## config.mk

```make
export PLATFORM = sky130hd
export DESIGN_NAME = bcd_serial_adder
export DESIGN_NICKNAME = d
export VERILOG_FILES = /design/src/rtl/bcd_pkg.sv /design/src/rtl/bcd_serial_adder_bcd_to_7seg.sv /design/src/rtl/bcd_serial_adder.sv
export SDC_FILE = /design/constraint.sdc
export NUM_CORES = 1
export LEC_CHECK = 0
export BUFFER_PORTS_ARGS = -buffer_cell sky130_fd_sc_hd__buf_2
export CORE_MARGIN = 2
export CORE_UTILIZATION = 35
export DETAILED_ROUTE_END_ITERATION = 10
export HOLD_SLACK_MARGIN = 0.02
export PLACE_DENSITY = 0.54
export SYNTH_ARGS = -nofsm -noshare
export SYNTH_HDL_FRONTEND = slang
export SYNTH_SLANG_ARGS = --single-unit
```

## constraint.sdc

```tcl
create_clock -name clk -period 9.6 [get_ports clk]
set_input_delay 1.44 -clock clk [delete_from_list [all_inputs] [get_ports clk]]
set_output_delay 1.44 -clock clk [all_outputs]
set_load 0.01 [all_outputs]
```

## src/rtl/bcd_pkg.sv

```systemverilog
// Shared constants for the serial BCD adder.
// FSM encoding, segment patterns and BCD limits.
package bcd_pkg;

    localparam logic [1:0] ST_IDLE = 2'd0;
    localparam logic [1:0] ST_ADD  = 2'd1;
    localparam logic [1:0] ST_DONE = 2'd2;

    localparam logic [3:0] BCD_MAX = 4'd9;

    // Active-low, segment a is index 0, g is index 6.
    localparam logic [0:6] SEG_BLANK = 7'b1111111;

    localparam logic [0:6] SEG_TABLE [0:9] = '{
        7'b0000001,
        7'b1001111,
        7'b0010010,
        7'b0000110,
        7'b1001100,
        7'b0100100,
        7'b0100000,
        7'b0001111,
        7'b0000000,
        7'b0000100
    };

    function automatic logic [0:6] seg_of(input logic [3:0] d);
        logic [0:6] r;
        r = SEG_BLANK;
        for (int i = 0; i < 10; i++) begin
            if (d == i[3:0]) r = SEG_TABLE[i];
        end
        return r;
    endfunction

endpackage

```

## src/rtl/bcd_serial_adder_bcd_to_7seg.sv

```systemverilog
// Single BCD digit to active-low 7-segment decoder.
// Ports: digit (4-bit BCD in), seg ([0:6] = a..g, blank for >9).
module bcd_to_7seg
    import bcd_pkg::*;
(
    input  logic [3:0] digit,
    output logic [0:6] seg
);

    assign seg = seg_of(digit);

endmodule

```

## src/rtl/bcd_serial_adder.sv

```systemverilog
// Multi-digit BCD adder, one digit per clock, start/busy/done handshake.
// Ports: clk, rst_n, start, a, b, cin -> busy, done, sum, cout, err, hex.
module bcd_serial_adder
    import bcd_pkg::*;
#(
    parameter int DIGITS = 4
) (
    input  logic                    clk,
    input  logic                    rst_n,
    input  logic                    start,
    input  logic [4*DIGITS-1:0]     a,
    input  logic [4*DIGITS-1:0]     b,
    input  logic                    cin,
    output logic                    busy,
    output logic                    done,
    output logic [4*DIGITS-1:0]     sum,
    output logic                    cout,
    output logic                    err,
    output logic [7*(DIGITS+1)-1:0] hex
);

    localparam int IW = (DIGITS > 1) ? $clog2(DIGITS) : 1;
    localparam logic [IW-1:0] LAST = IW'(DIGITS - 1);

    logic [1:0]          state;
    logic [IW-1:0]       idx;
    logic [4*DIGITS-1:0] a_q;
    logic [4*DIGITS-1:0] b_q;
    logic                carry;

    logic                bad;
    logic [3:0]          da;
    logic [3:0]          db;
    logic [4:0]          t;
    logic                gt;
    logic [3:0]          dsum;

    always_comb begin
        bad = 1'b0;
        for (int i = 0; i < DIGITS; i++) begin
            if (a[4*i +: 4] > BCD_MAX || b[4*i +: 4] > BCD_MAX)
                bad = 1'b1;
        end
    end

    always_comb begin
        da   = a_q[4*idx +: 4];
        db   = b_q[4*idx +: 4];
        t    = {1'b0, da} + {1'b0, db} + {4'b0, carry};
        gt   = (t > 5'd9);
        // Adding 6 modulo 16 is the same as subtracting 10 for t in 10..19.
        dsum = gt ? (t[3:0] + 4'd6) : t[3:0];
    end

    always_ff @(posedge clk or negedge rst_n) begin
        if (!rst_n) begin
            state <= ST_IDLE;
            idx   <= '0;
            a_q   <= '0;
            b_q   <= '0;
            carry <= 1'b0;
            sum   <= '0;
            cout  <= 1'b0;
            err   <= 1'b0;
        end else begin
            case (state)
                ST_IDLE: begin
                    if (start) begin
                        a_q   <= a;
                        b_q   <= b;
                        carry <= cin;
                        idx   <= '0;
                        sum   <= '0;
                        cout  <= 1'b0;
                        err   <= bad;
                        state <= bad ? ST_DONE : ST_ADD;
                    end
                end
                ST_ADD: begin
                    sum[4*idx +: 4] <= dsum;
                    carry           <= gt;
                    if (idx == LAST) begin
                        cout  <= gt;
                        state <= ST_DONE;
                    end else begin
                        idx <= idx + 1'b1;
                    end
                end
                ST_DONE: begin
                    state <= ST_IDLE;
                end
                default: begin
                    state <= ST_IDLE;
                end
            endcase
        end
    end

    assign busy = (state != ST_IDLE);
    assign done = (state == ST_DONE);

    // Feeding 4'hF into the decoder blanks the field when err is set.
    for (genvar j = 0; j < DIGITS; j++) begin : g_dig
        logic [3:0] nib;
        logic [0:6] seg;
        assign nib = err ? 4'hF : sum[4*j +: 4];
        bcd_to_7seg u_seg (
            .digit (nib),
            .seg   (seg)
        );
        assign hex[7*j +: 7] = seg;
    end

    logic [3:0] cnib;
    logic [0:6] cseg;
    assign cnib = err ? 4'hF : {3'b000, cout};

    bcd_to_7seg u_cseg (
        .digit (cnib),
        .seg   (cseg)
    );

    assign hex[7*DIGITS +: 7] = cseg;

endmodule

```

==> reports/metrics.csv <==
stage,metric,value,unit
run_status,outcome,"complete, no violations",
logic_synthesis,"FF+latch count, synth",55,
finish,n_diodes,0,
detailed_routing,first-pass iteration count of the detailed router,4,
timing,Relative slew margins,0.350,
timing,Max Freq,0.262,GHz
clocking,clk_lat worst skew,0.30,ns
finish,Area Overhead vs Synth,16.4,%
clocking,clock transition at the registers of the reported paths,0.10,ns
floorplanning,die width,103,um
clocking,CTS tree,built,
floorplanning,Core ar.,9680,um^2
floorplanning,Rows,36,
floorplanning,num ports,91,
detailed_routing,DR vias,2802,
clocking,Inserted Clock Buffers,5,
clocking,htree depth,2,
logic_synthesis,Syn Nets,407,
logic_synthesis,Unique masters post-synth,49,
clocking,clk sinks,55,
timing,Slew Limit Fails,0,
timing,fin crit share,0.398,
flow_run,max-cap viol count,0,
logic_synthesis,share of flip-flops with an asynchronous set or reset,1.00,
finish,layout cell share with drive strength beyond 1,0.356,
clocking,CTS hold repair buffers,0,
clocking,Resized Gates After CTS,0,
timing,Worst Skew,0.00773,ns
pwr,total power,0.659,mW
timing,Tightest Pin Transition,0.973,ns
clocking,root buf cell,clkbuf_8,
logic_synthesis,Post-Syn Area,3450,um^2
logic_synthesis,Synth Warn #,0,
finish,final cell count without fillers,560,
finish,fillcell total,992,
grt,vias in the first global route,2604,
detailed_routing,WL final,7810,um
logic_synthesis,dominant synthesized flop cell,dfrtp_1,
clocking,# Post-CTS Setup Buffers,0,
placement,Post-DP HPWL,5790,um
logic_synthesis,sequential fraction of the synthesis area,0.399,
logic_synthesis,Area contributors post-synth,"dfrtp_1, mux2_2, mux4_2, nand2_1, o21ai_0",
detailed_routing,Routed Antenna Nets,0,
logic_synthesis,Synth top area share,0.399,
pwr,Lkg Pwr,1.68,nW
clocking,worst-case clock buffer depth,2,
pwr,Pwr Density,164,nW/um^2
grt,initial antenna violation count,0,
detailed_routing,drt wl/cell,13.9,um
finish,Layout Nets,472,
timing,RSZ-0062 raised after global routing,false,
grt,largest net degree at the start of global routing,56,
detailed_routing,Via density,5.00,
placement,number of port buffers,89,
logic_synthesis,cell taking the most area after synthesis,dfrtp_1,
timing,fin crit period,3.82,ns
grt,gr ovfl total,0,
critical_path,crit path kind,reg2reg,
worst_hold_path,Hold WC Path Type,reg2reg,
critical_path,Crit Path Max Fanout,14,
finish,final core utilization,0.415,
detailed_routing,initial drt markers,66,
grt,first-pass GRT wire length,12600,um
grt,GRT Overall Usage,0.148,
critical_path,nature of the critical path startpoint,flop,
placement,Placer Congestion,0.780,
timing,Fin Setup TNS,0,ns
critical_path,Required @ worst endpoint,9.83,ns
placement,setup slack at placement,5.75,ns
pwr,"IR drop worst, VDD",101,uV
floorplanning,initial core utilization,0.356,
detailed_routing,DRC,0,
floorplanning,die footprint,10700,um^2
timing,final setup fails,0,
logic_synthesis,"EDFF count, synth",0,
timing,final hold vios,0,
finish,post-route cell area,4020,um^2
critical_path,CP endpoint kind,flop,
logic_synthesis,Cells after Synth,361,
timing,Hold WS,0.514,ns
logic_synthesis,top-count cell post-synth,dfrtp_1,
placement,Area after DPL,3920,um^2
timing,Setup WS post-layout,5.78,ns
logic_synthesis,most frequent cells after synthesis,"dfrtp_1, nand2_1, mux2_2",
floorplanning,die height,103,um
logic_synthesis,Mean Syn Cell Area,9.56,um^2
placement,Cells after DPL,552,
critical_path,CP arrival,4.05,ns
## routing by layer
metal	up-vias	GRT usage	wire length, um
met2	83	0.239	3470
met4	0	0.0263	58
met3	6	0.0302	411
met5	-	0	0
li1	1400	-	-
met1	1313	0.209	3870
## report_power, final
part,total (mW),internal (mW),switching (mW)
combinational,0.243,0.113,0.130
sequential,0.281,0.259,0.0225
clock,0.134,0.0593,0.0748
total,0.659,0.431,0.228
## sequential cells by signal, indices dropped and copies added (netlist names)
| name | cells |
|---|---|
| a_q | 16 |
| b_q | 16 |
| sum | 16 |
| idx | 2 |
| state | 2 |
| carry | 1 |
| cout | 1 |
| err | 1 |
## placed cells by master, fill, tap and decap left out, types with 6 or more instances in the layout
cell type	n
buf_2	89
dfrtp_1	55
nand2_1	44
mux2_2	35
o21ai_0	25
nor2_1	20
a21oi_1	19
nand2b_1	12
o21ai_1	10
inv_1	8
a21o_1	8
o21bai_1	8
nand3_1	8
mux4_2	8
ha_1	8
o211ai_1	7
clkbuf_8	6
## worst paths after layout
kind | start | end | slack [ns] | cells after the start
worst max-delay path | idx[0] | sum[2] | 5.78 | 10
worst min-delay path | a_q[1] | a_q[1] | 0.51 | 1
worst max register to register | idx[0] | sum[2] | 5.78 | 10
worst min register to register | a_q[1] | a_q[1] | 0.51 | 1
max in group asynchronous | rst_n | sum[2] | 7.90 | 2
min in group asynchronous | rst_n | b_q[8] | 1.25 | 2
## logic make-up (layout without fill, tap and decap cells)
group / after synthesis / count (layout) / synth area share
fa+ha+maj: 10 / 10 / 0.0406
mux: 44 / 44 / 0.169
simple gates: 103 / 103 / 0.140
other cells: 1 / 1 / 0.00109
flops: 55 / 55 / 0.399
compound gates: 106 / 106 / 0.195
buf+inv: 41 / 107 / 0.0526
xor+xnor: 1 / 1 / 0.00254
## worst max-delay path: stages, from the launching register on
cell and delay [ns]:
dfrtp_1 0.80, mux4_2 0.60, fa_1 0.44, fa_1 0.42
xor2_1 0.22, inv_1 0.09, ha_1 0.24, nor2b_1 0.17
or3_1 0.35, o221a_2 0.29, o21ai_1 0.13
## layout make-up
cell class / count / area [um^2] / share of cell area
inverters: 9 / 33.8 / 0.00841
clock inverters: 1 / 8.76 / 0.00218
flip-flops and latches: 55 / 1380 / 0.343
clock buffers: 7 / 86.3 / 0.0215
multi-input cells: 265 / 1890 / 0.471
well taps: 133 / 166 / 0.0414
repair buffers: 90 / 453 / 0.113
(Power assumes the default switching activity.)
